$ cat src/rtl/xgxs_enc_8b10b_lanes.sv
// Multi-lane 8b/10b encoder for the XGXS PCS transmit path.
// Stage 1 registers the incoming word. Stage 2 encodes every lane from the
// running disparity and registers the symbols. RD chains lane 0 -> LANES-1
// and feeds back through rd_q, so the feedback loop stays inside stage 2.
// Symbol bit order is {j,h,g,f,i,e,d,c,b,a}; bit 0 (a) goes on the wire first.
module xgxs_enc_8b10b_lanes #(
    parameter int         LANES   = 4,
    parameter logic [9:0] BAD_SYM = 10'b1111110000
) (
    input  logic                  clk,
    input  logic                  rst,
    input  logic                  in_valid,
    input  logic [8*LANES-1:0]    enc_data_in,
    input  logic [LANES-1:0]      konstant,
    input  logic [LANES-1:0]      bad_code,
    input  logic                  force_rd_en,
    input  logic                  force_rd_val,
    output logic                  out_valid,
    output logic [10*LANES-1:0]   enc_data_out,
    output logic                  rd_out,
    output logic [LANES-1:0]      k_err
);

    // ------------------------------------------------------------------
    // Code tables. 6b codes are written abcdei and 4b codes fghj, both
    // with the first-transmitted bit on the left, in their RD- form.
    // ------------------------------------------------------------------
    function automatic logic [5:0] tab6(input logic [4:0] x);
        logic [5:0] c;
        case (x)
            5'd0:    c = 6'b100111;
            5'd1:    c = 6'b011101;
            5'd2:    c = 6'b101101;
            5'd3:    c = 6'b110001;
            5'd4:    c = 6'b110101;
            5'd5:    c = 6'b101001;
            5'd6:    c = 6'b011001;
            5'd7:    c = 6'b111000;
            5'd8:    c = 6'b111001;
            5'd9:    c = 6'b100101;
            5'd10:   c = 6'b010101;
            5'd11:   c = 6'b110100;
            5'd12:   c = 6'b001101;
            5'd13:   c = 6'b101100;
            5'd14:   c = 6'b011100;
            5'd15:   c = 6'b010111;
            5'd16:   c = 6'b011011;
            5'd17:   c = 6'b100011;
            5'd18:   c = 6'b010011;
            5'd19:   c = 6'b110010;
            5'd20:   c = 6'b001011;
            5'd21:   c = 6'b101010;
            5'd22:   c = 6'b011010;
            5'd23:   c = 6'b111010;
            5'd24:   c = 6'b110011;
            5'd25:   c = 6'b100110;
            5'd26:   c = 6'b010110;
            5'd27:   c = 6'b110110;
            5'd28:   c = 6'b001110;
            5'd29:   c = 6'b101110;
            5'd30:   c = 6'b011110;
            5'd31:   c = 6'b101011;
            default: c = 6'b100111;
        endcase
        return c;
    endfunction

    // Data 3b/4b codes for RD- (y=7 is the primary P7 code).
    function automatic logic [3:0] tab4d(input logic [2:0] y);
        logic [3:0] c;
        case (y)
            3'd0:    c = 4'b1011;
            3'd1:    c = 4'b1001;
            3'd2:    c = 4'b0101;
            3'd3:    c = 4'b1100;
            3'd4:    c = 4'b1101;
            3'd5:    c = 4'b1010;
            3'd6:    c = 4'b0110;
            3'd7:    c = 4'b1110;
            default: c = 4'b1011;
        endcase
        return c;
    endfunction

    // K28.y 3b/4b codes for RD-; y = 1,2,5,6 are inverted w.r.t. data.
    function automatic logic [3:0] tabk4(input logic [2:0] y);
        logic [3:0] c;
        case (y)
            3'd0:    c = 4'b1011;
            3'd1:    c = 4'b0110;
            3'd2:    c = 4'b1010;
            3'd3:    c = 4'b1100;
            3'd4:    c = 4'b1101;
            3'd5:    c = 4'b0101;
            3'd6:    c = 4'b1001;
            3'd7:    c = 4'b0111;
            default: c = 4'b1011;
        endcase
        return c;
    endfunction

    function automatic logic [2:0] ones6(input logic [5:0] v);
        return {2'b00, v[0]} + {2'b00, v[1]} + {2'b00, v[2]} +
               {2'b00, v[3]} + {2'b00, v[4]} + {2'b00, v[5]};
    endfunction

    function automatic logic [2:0] ones4(input logic [3:0] v);
        return {2'b00, v[0]} + {2'b00, v[1]} + {2'b00, v[2]} + {2'b00, v[3]};
    endfunction

    // Supported control characters: K28.0-K28.7, K23.7, K27.7, K29.7, K30.7.
    function automatic logic k_legal(input logic [7:0] b);
        logic [4:0] x;
        logic [2:0] y;
        x = b[4:0];
        y = b[7:5];
        return (x == 5'd28) ||
               ((y == 3'd7) && ((x == 5'd23) || (x == 5'd27) ||
                                (x == 5'd29) || (x == 5'd30)));
    endfunction

    // Encode one byte from rd_in; returns {rd_end, j,h,g,f,i,e,d,c,b,a}.
    // An unsupported K byte is encoded as the equivalent D character.
    function automatic logic [10:0] enc_sym(input logic [7:0] b,
                                            input logic       is_k,
                                            input logic       rd_in);
        logic [4:0] x;
        logic [2:0] y;
        logic       k_ok;
        logic       k28;
        logic [5:0] c6_raw;
        logic [5:0] c6;
        logic       rd_mid;
        logic       alt7;
        logic [3:0] c4_raw;
        logic [3:0] c4;
        logic       rd_end;
        x      = b[4:0];
        y      = b[7:5];
        k_ok   = is_k & k_legal(b);
        k28    = k_ok & (x == 5'd28);
        c6_raw = k28 ? 6'b001111 : tab6(x);
        // Unbalanced codes and the alternating D.7 code invert at RD+.
        c6     = (rd_in && ((ones6(c6_raw) != 3'd3) || ((x == 5'd7) && !k28)))
                 ? ~c6_raw : c6_raw;
        rd_mid = (ones6(c6) == 3'd3) ? rd_in : ~rd_in;
        // Alternate 7 avoids a run of five; every legal K.x.7 uses it.
        alt7   = (y == 3'd7) &&
                 (k_ok ||
                  (!rd_mid && ((x == 5'd17) || (x == 5'd18) || (x == 5'd20))) ||
                  ( rd_mid && ((x == 5'd11) || (x == 5'd13) || (x == 5'd14))));
        c4_raw = k28 ? tabk4(y) : (alt7 ? 4'b0111 : tab4d(y));
        // K codes and D.x.3 alternate with RD even when balanced.
        c4     = (rd_mid && ((ones4(c4_raw) != 3'd2) || (y == 3'd3) || k28))
                 ? ~c4_raw : c4_raw;
        rd_end = (ones4(c4) == 3'd2) ? rd_mid : ~rd_mid;
        return {rd_end, c4[0], c4[1], c4[2], c4[3],
                c6[0], c6[1], c6[2], c6[3], c6[4], c6[5]};
    endfunction

    // ------------------------------------------------------------------
    // Stage 1
    // ------------------------------------------------------------------
    logic                 s1_valid_q;
    logic [8*LANES-1:0]   s1_data_q;
    logic [LANES-1:0]     s1_k_q;
    logic [LANES-1:0]     s1_bad_q;
    logic                 s1_force_en_q;
    logic                 s1_force_val_q;

    // Capture the incoming word and its per-lane qualifiers.
    always_ff @(posedge clk) begin
        if (rst) begin
            s1_valid_q     <= 1'b0;
            s1_data_q      <= '0;
            s1_k_q         <= '0;
            s1_bad_q       <= '0;
            s1_force_en_q  <= 1'b0;
            s1_force_val_q <= 1'b0;
        end else begin
            s1_valid_q     <= in_valid;
            s1_data_q      <= enc_data_in;
            s1_k_q         <= konstant;
            s1_bad_q       <= bad_code;
            s1_force_en_q  <= force_rd_en;
            s1_force_val_q <= force_rd_val;
        end
    end

    // ------------------------------------------------------------------
    // Stage 2
    // ------------------------------------------------------------------
    logic                 out_valid_q;
    logic [10*LANES-1:0]  enc_data_q;
    logic [10*LANES-1:0]  enc_data_d;
    logic [LANES-1:0]     k_err_q;
    logic [LANES-1:0]     k_err_d;
    logic                 rd_q;
    logic                 rd_d;

    // Encode all lanes, chaining RD from lane 0 upward; bad lanes pass RD through.
    always_comb begin : enc_chain
        logic        rd_run;
        logic [10:0] sym;
        enc_data_d = '0;
        k_err_d    = '0;
        sym        = 11'd0;
        rd_run     = s1_force_en_q ? s1_force_val_q : rd_q;
        for (int i = 0; i < LANES; i++) begin
            sym = enc_sym(s1_data_q[8*i +: 8], s1_k_q[i], rd_run);
            if (s1_bad_q[i]) begin
                enc_data_d[10*i +: 10] = BAD_SYM;
                k_err_d[i]             = 1'b0;
            end else begin
                enc_data_d[10*i +: 10] = sym[9:0];
                k_err_d[i]             = s1_k_q[i] & ~k_legal(s1_data_q[8*i +: 8]);
                rd_run                 = sym[10];
            end
        end
        rd_d = rd_run;
    end

    // Register encoded symbols and RD only for valid words; hold otherwise.
    always_ff @(posedge clk) begin
        if (rst) begin
            out_valid_q <= 1'b0;
            enc_data_q  <= '0;
            k_err_q     <= '0;
            rd_q        <= 1'b0;
        end else if (s1_valid_q) begin
            out_valid_q <= 1'b1;
            enc_data_q  <= enc_data_d;
            k_err_q     <= k_err_d;
            rd_q        <= rd_d;
        end else begin
            out_valid_q <= 1'b0;
        end
    end

    assign out_valid    = out_valid_q;
    assign enc_data_out = enc_data_q;
    assign k_err        = k_err_q;
    assign rd_out       = rd_q;

endmodule

$ cat config.mk
export PLATFORM = sky130hd
export DESIGN_NAME = xgxs_enc_8b10b_lanes
export DESIGN_NICKNAME = d
export VERILOG_FILES = /design/src/rtl/xgxs_enc_8b10b_lanes.sv
export SDC_FILE = /design/constraint.sdc
export NUM_CORES = 1
export LEC_CHECK = 0
export CORE_UTILIZATION = 40
export DETAILED_ROUTE_END_ITERATION = 10
export GPL_ROUTABILITY_DRIVEN = 0
export SLEW_MARGIN = 20
export SYNTH_ARGS = -nofsm -noshare
export SYNTH_HDL_FRONTEND = slang
export SYNTH_SLANG_ARGS = --single-unit
$ cat constraint.sdc
create_clock -name clk -period 43.7 [get_ports clk]
set_input_delay 8.74 -clock clk [delete_from_list [all_inputs] [get_ports clk]]
set_output_delay 8.74 -clock clk [all_outputs]
set_load 0.005 [all_outputs]
**After elaboration in Yosys (flattened, before gate mapping)**

Memories as Yosys holds them, arrays and structs flattened. A register that Yosys moved wholly into a read port is not among the register bits.
Index checks and enable logic that the tools add are counted.

- $add $sub $neg: 64
- Multiply operators: 0
- Divide/modulo/power cells: 0
- Order comparisons: 0
- Equality and inequality tests: 72
- Shift-type cells: 0
- Muxes and demuxes: 54
- Bitwise logic cells: 32
- Reductions and logical operators: 88

Operator list:

| operator | number |
|---|---|
| 5-bit equality test (second input constant) | 32 |
| 3-bit by 1-bit adder with 3-bit output | 32 |
| 5-bit by 4-bit equality test with 1-bit output (second input constant) | 12 |
| 1-bit logical OR | 52 |
| 2-bit by 1-bit adder with 3-bit output | 16 |
| 4-bit two-way mux | 12 |
| 6-bit two-way mux | 8 |
| 10-bit two-way mux | 4 |
| 3-bit by 2-bit equality test with 1-bit output (second input constant) | 12 |
| 1-bit by 1-bit adder with 2-bit output | 16 |
| 1-bit logical AND | 28 |
| 3-bit two-way mux | 8 |
| 3-bit by 2-bit != test with 1-bit output (second input constant) | 8 |
| 6-bit NOT | 4 |
| 5-bit by 3-bit equality test with 1-bit output (second input constant) | 4 |
| 5-bit two-way mux | 4 |
| 1-bit two-way mux | 18 |
| 4-bit NOT | 4 |
| 1-bit bitwise AND | 12 |
| 3-bit equality test (second input constant) | 4 |
| 1-bit NOT | 12 |
| 1-bit zero test | 8 |

- Flip-flop bits (word level): 89
- Bits in latches: 0
- RAM bits: 0
- ROM bits: 1024
- Input bits: 45
- Logic and storage cells: 332
- Memories kept: 12

Memories:

| name | words | bits a word | rd ports | clocked after memory_dff | wr ports | line | source |
|---|---|---|---|---|---|---|---|
| (name not given) | 32 | 6 | 1 | 1 | 0 | 30 | `case (x)` |
| (name not given) | 32 | 6 | 1 | 1 | 0 | 30 |  |
| (name not given) | 32 | 6 | 1 | 1 | 0 | 30 |  |
| (name not given) | 32 | 6 | 1 | 1 | 0 | 30 |  |
| (name not given) | 8 | 4 | 1 | 1 | 0 | 88 | `case (y)` |
| (name not given) | 8 | 4 | 1 | 1 | 0 | 71 | `case (y)` |
| +6 memories | -- | -- | -- | -- | -- | -- |  |

**Logic depth before layout (Yosys ltp)**

- Word-level depth: 136
- Gate-level depth with buffers: 140

**Worst setup path before layout**

OpenSTA, ideal clock, no wires.

- Path type: reg2reg
- Start point: register s1_data_q[3]
- End point: register rd_q, in the netlist rd_out
- Setup time: 0.086 ns
- Data arrival time: 28.064 ns
- Required time: 43.614 ns
- Setup slack: 15.550 ns
- Cell stages (with the launch flop): 136
- Buffers on the path: 6
- Clock period less this slack: 28.150 ns
- Cells stage by stage: dfxtp_1 -> nand2_1 -> nor2_1 -> and3_1 -> clkbuf_1 -> clkbuf_1 -> nor2_1 -> inv_1 -> fa_1 -> inv_1 -> fa_1 -> inv_1 -> ha_1 -> inv_1 -> fa_1 -> inv_1 -> a41o_1 -> clkbuf_1 -> [100 not listed] -> o21bai_4 -> a31oi_4 -> o22ai_1 -> inv_1 -> fa_1 -> ha_1 -> ha_1 -> o2111ai_1 -> nand2_1 -> xor2_1 -> ha_1 -> or3_1 -> ha_1 -> nand2_1 -> xnor2_1 -> nor2_1 -> xor2_1 -> a211oi_1

- Cells in the longest elaborated chain, start to end: 136

Ends and longest elaborated chain:

| item | line | source |
|---|---|---|
| from (decl) | 165 | `logic [8*LANES-1:0] s1_data_q;` |
| from (signal assigned) | 182 | `s1_data_q <= enc_data_in;` |
| 5-bit equality test | 118 | `((y == 3'd7) && ((x == 5'd23) \|\| (x == 5'd27) \|\|` |
| 1-bit logical OR (2 in a row) | 118 |  |
| 1-bit logical OR | 119 | `(x == 5'd29) \|\| (x == 5'd30)));` |
| 1-bit logical AND | 118 |  |
| 1-bit logical OR | 117 | `return (x == 5'd28) \|\|` |
| 1-bit bitwise AND | 140 | `k_ok = is_k & k_legal(b);` |
| 1-bit bitwise AND | 141 | `k28 = k_ok & (x == 5'd28);` |
| 6-bit two-way mux | 142 | `c6_raw = k28 ? 6'b001111 : tab6(x);` |
| [119 not listed] | -- |  |
| 1-bit logical AND | 154 | `c4 = (rd_mid && ((ones4(c4_raw) != 3'd2) \|\| (y == 3'd3) \|\| k28))` |
| 4-bit two-way mux | 155 | `? ~c4_raw : c4_raw;` |
| 1-bit by 1-bit adder with 2-bit output | 108 | `return {2'b00, v[0]} + {2'b00, v[1]} + {2'b00, v[2]} + {2'b00, v[3]};` |
| 2-bit by 1-bit adder with 3-bit output | 108 |  |
| 3-bit by 1-bit adder with 3-bit output | 108 |  |
| 3-bit by 2-bit equality test with 1-bit output | 156 | `rd_end = (ones4(c4) == 3'd2) ? rd_mid : ~rd_mid;` |
| 1-bit two-way mux | 156 |  |
| 1-bit two-way mux (*) | 211 | `if (s1_bad_q[i]) begin` |
| to (signal assigned) | 234 | `rd_q <= rd_d;` |
| to (decl) | 198 | `logic rd_q;` |

Mark *: on every way between the ends. The rest lies on a longest branch, timed or not.
A chain may end at the register's enable or synchronous reset.

**Worst setup path in the final report**

- Start point: register s1_data_q[2]
- End point: register rd_q, in the netlist rd_out

Same word-level chain as after synthesis.

==> impl_metrics.json <==
{
  "startpoint_class": "register",
  "critPathMaxStageDelay_ns": 0.57,
  "ys_seq_area_frac": 0.3340,
  "flops_latches_synth": 145,
  "ys_top_cells_by_area": "sky130_fd_sc_hd__dfxtp_1 (33%), sky130_fd_sc_hd__ha_1 (8.9%), sky130_fd_sc_hd__fa_1 (5.5%)",
  "layout.filler_cells": 2046,
  "clkTransAtPathRegs_ns": 0.06,
  "port_buffers": 90,
  "tritoncts_clock_tree": "done",
  "detail_route.wirelength_um": 19620,
  "totalNegativeSetupSlack_ns": 0,
  "crit_path_slowest_cell": "sky130_fd_sc_hd__fa_1",
  "syn-instance-count": 1022,
  "setup.worst_path.class": "register to register",
  "final-setup-viol-count": 0,
  "core_area_um2": 21150,
  "worstSetupEndpointType": "register",
  "postCtsHoldBufs": 0,
  "synth-warning-count": 0,
  "timing.critical_path.fanout_max": 15,
  "detailed_route_vias_per_instance": 5.056,
  "parity_gate_share_of_the_synthesized_area_counting_xor_and_xnor_cells": 0.07299,
  "max_freq_mhz": 33.30,
  "die_y_um": 149.4,
  "synth_top_area_frac": 0.3340,
  "cts-resized-gates": 0,
  "yosys.cell_types.count": 75,
  "core.rowCount": 53,
  "first_pass_iters": 4,
  "clk_path_buf_depth": 2,
  "synth-simple-area-share": 0.1876,
  "worst_hold_path_type": "register to register",
  "die-area_um2": 22320,
  "drt_drc_violations_left": 0,
  "root_buffer": "sky130_fd_sc_hd__clkbuf_16",
  "post_synth_top_area_cell": "sky130_fd_sc_hd__dfxtp_1",
  "proportion_of_synthesized_area_in_mux_cells": 0.02951,
  "post_drt_wl_per_cell_um": 14.27,
  "postLayoutSetupSlackWorst_ns": 13.67,
  "setup_buffers_after_cts": 0,
  "synth-compound-area-share": 0.1640,
  "global_route.usage.total": 0.1867,
  "antenna_found_initial": 0,
  "htree_num_levels": 4,
  "area.growth.synth_to_final_pct": 19.57,
  "detailed_place_hpwl_um": 14480,
  "mappedNetlistNets": 1153,
  "synth.avg_cell_area_um2": 8.504,
  "antenna-diode-count": 0,
  "grt_pass1_vias": 6720,
  "hold_viol_final": 0,
  "synthFlopType": "sky130_fd_sc_hd__dfxtp_1",
  "start_util": 0.4108,
  "final_layout_size_suffix_gt1_frac": 0.05727,
  "synth_async_sr_flop_share": 0,
  "min_period_ns": 30.03,
  "result_of_the_run": "finished clean",
  "worst_slew_pin_slew_ns": 1.007,
  "dr_total_vias": 6952,
  "slew_violations": 0,
  "first_iter_violations": 286,
  "detailedPlace.worstSlack_ns": 13.54,
  "pin_count": 91,
  "largest_net_degree_at_the_start_of_global_routing": 54,
  "fin_nets": 1218,
  "grt_remaining_overflow": 0,
  "synth-edff-count": 0,
  "synth_adder_area_share": 0.1492,
  "clock_sinks": 145,
  "layout.cells.non_filler": 1375,
  "grt_pass1_wl_um": 33030,
  "detail-route-antenna-nets": 0,
  "clk_skew_ns": 0.01024,
  "worst_ep_required_time_ns": 44.04,
  "placedCellCount": 1343,
  "dominant_combinational_cell_family_by_area_after_synthesis": "simple AND/OR/NAND/NOR gates",
  "slew_headroom": 0.3232,
  "cts-buffers-inserted": 17,
  "path_common_cell": "sky130_fd_sc_hd__ha_1",
  "worst_ep_arrival_time_ns": 30.37,
  "clock_latency_ns": 0.43,
  "cell_area_synth_um2": 8691,
  "die-width_um": 149.4,
  "timing.final.crit_share": 0.6872,
  "timing.max_cap.violations": 0,
  "grt_setup_unrepaired": "no"
}
[worst max-delay path: cells and delay by family, from the launching register on]
family | cells | cell delay (ns)
fa+ha+maj | 42 | 13.24
simple gates | 28 | 5.74
compound gates | 20 | 4.56
xor+xnor | 17 | 3.88
buf+inv | 24 | 1.53
mux | 2 | 0.56
flops | 1 | 0.36
[final cells by class]
cell class                      instances  area [um2]  share of cell area
Inverter                               96       360.3             0.03468
Multi-Input combinational cell        732        5243              0.5045
Tap cell                              275       344.1             0.03311
Sequential cell                       145        2904              0.2795
Clock buffer                           19       442.9             0.04263
Clock inverter                         13       161.4             0.01553
Timing Repair Buffer                   95       935.9             0.09007
[routing by layer]
layer / global-route usage / share of wire
met1: 0.2493 / 0.48
met2: 0.3051 / 0.46
met3: 0.03364 / 0.043
met4: 0.05561 / 0.013
met5: 0 / 0
[final timing paths]
kind | slack [ns] | to | cells past startpoint | startpoint
max | 13.67 | rd_out$_SDFFE_PP0P_ | 133 | s1_data_q[2]$_SDFF_PP0_
min | 0.49 | enc_data_out[18]$_SDFFE_PP0P_ | 2 | enc_data_out[18]$_SDFFE_PP0P_
max reg2reg | 13.67 | rd_out$_SDFFE_PP0P_ | 133 | s1_data_q[2]$_SDFF_PP0_
min reg2reg | 0.49 | enc_data_out[18]$_SDFFE_PP0P_ | 2 | enc_data_out[18]$_SDFFE_PP0P_
[metrics by stage]
stage                     area [um2]  utilization  hold WS (ns)
after global placement          9787       0.4626        0.4751
final                          10390       0.4912        0.4888
after detailed placement        9787       0.4626        0.4821
after floorplan                 8691            -        0.4783
after CTS                      10390       0.4912        0.4896
after global routing           10390       0.4912        0.5197
[placed cells by master (no fill, tap or decap), types with 26 or more instances in the layout]
cell	instances
sky130_fd_sc_hd__clkdlybuf4s50_1	89
sky130_fd_sc_hd__inv_1	94
sky130_fd_sc_hd__dfxtp_1	144
sky130_fd_sc_hd__xnor2_1	50
sky130_fd_sc_hd__ha_1	62
sky130_fd_sc_hd__a21oi_1	31
sky130_fd_sc_hd__o21ai_0	46
sky130_fd_sc_hd__nor2_1	116
sky130_fd_sc_hd__nor2b_1	26
sky130_fd_sc_hd__nand2_1	105
[cell families (layout without fill, tap and decap cells)]
group / Yosys count / in the layout
xor gates and xnor gates: 69 / 69
adders and majority gates: 90 / 90
muxes: 24 / 24
DFF: 145 / 145
and+or+nand+nor: 347 / 347
buffers and inverters: 145 / 223
AOI/OAI and AO/OA: 202 / 202
[cells in the mapped netlist, types with 4 or more instances]
cell                       instances
sky130_fd_sc_hd__or2_2             4
sky130_fd_sc_hd__nand2_1         105
sky130_fd_sc_hd__nor3b_1           6
sky130_fd_sc_hd__a21o_1            6
sky130_fd_sc_hd__mux2i_1          20
sky130_fd_sc_hd__xor2_1           17
sky130_fd_sc_hd__o31ai_1           4
sky130_fd_sc_hd__a31oi_1          13
sky130_fd_sc_hd__maj3_1            4
sky130_fd_sc_hd__nor2_1          116
sky130_fd_sc_hd__dfxtp_1         145
sky130_fd_sc_hd__clkbuf_1         45
sky130_fd_sc_hd__nor2b_1          26
sky130_fd_sc_hd__and3_1            8
sky130_fd_sc_hd__o21ai_0          46
sky130_fd_sc_hd__o32ai_1           5
sky130_fd_sc_hd__a21oi_1          31
sky130_fd_sc_hd__and2_1            5
sky130_fd_sc_hd__a211o_1           4
sky130_fd_sc_hd__or3_1            10
sky130_fd_sc_hd__xnor2_1          50
sky130_fd_sc_hd__a211oi_1         24
sky130_fd_sc_hd__o31a_1            6
sky130_fd_sc_hd__o22ai_1          10
sky130_fd_sc_hd__ha_1             62
sky130_fd_sc_hd__nor3_1           17
sky130_fd_sc_hd__inv_1            94
sky130_fd_sc_hd__fa_1             24
sky130_fd_sc_hd__nand3b_1          8
sky130_fd_sc_hd__a22oi_1          11
sky130_fd_sc_hd__nand2b_1         14
sky130_fd_sc_hd__nand3_1          16
Power is left out: the tool's default activity adds up to more than one toggle a clock period on the data nets, which glitch-free logic cannot reach.
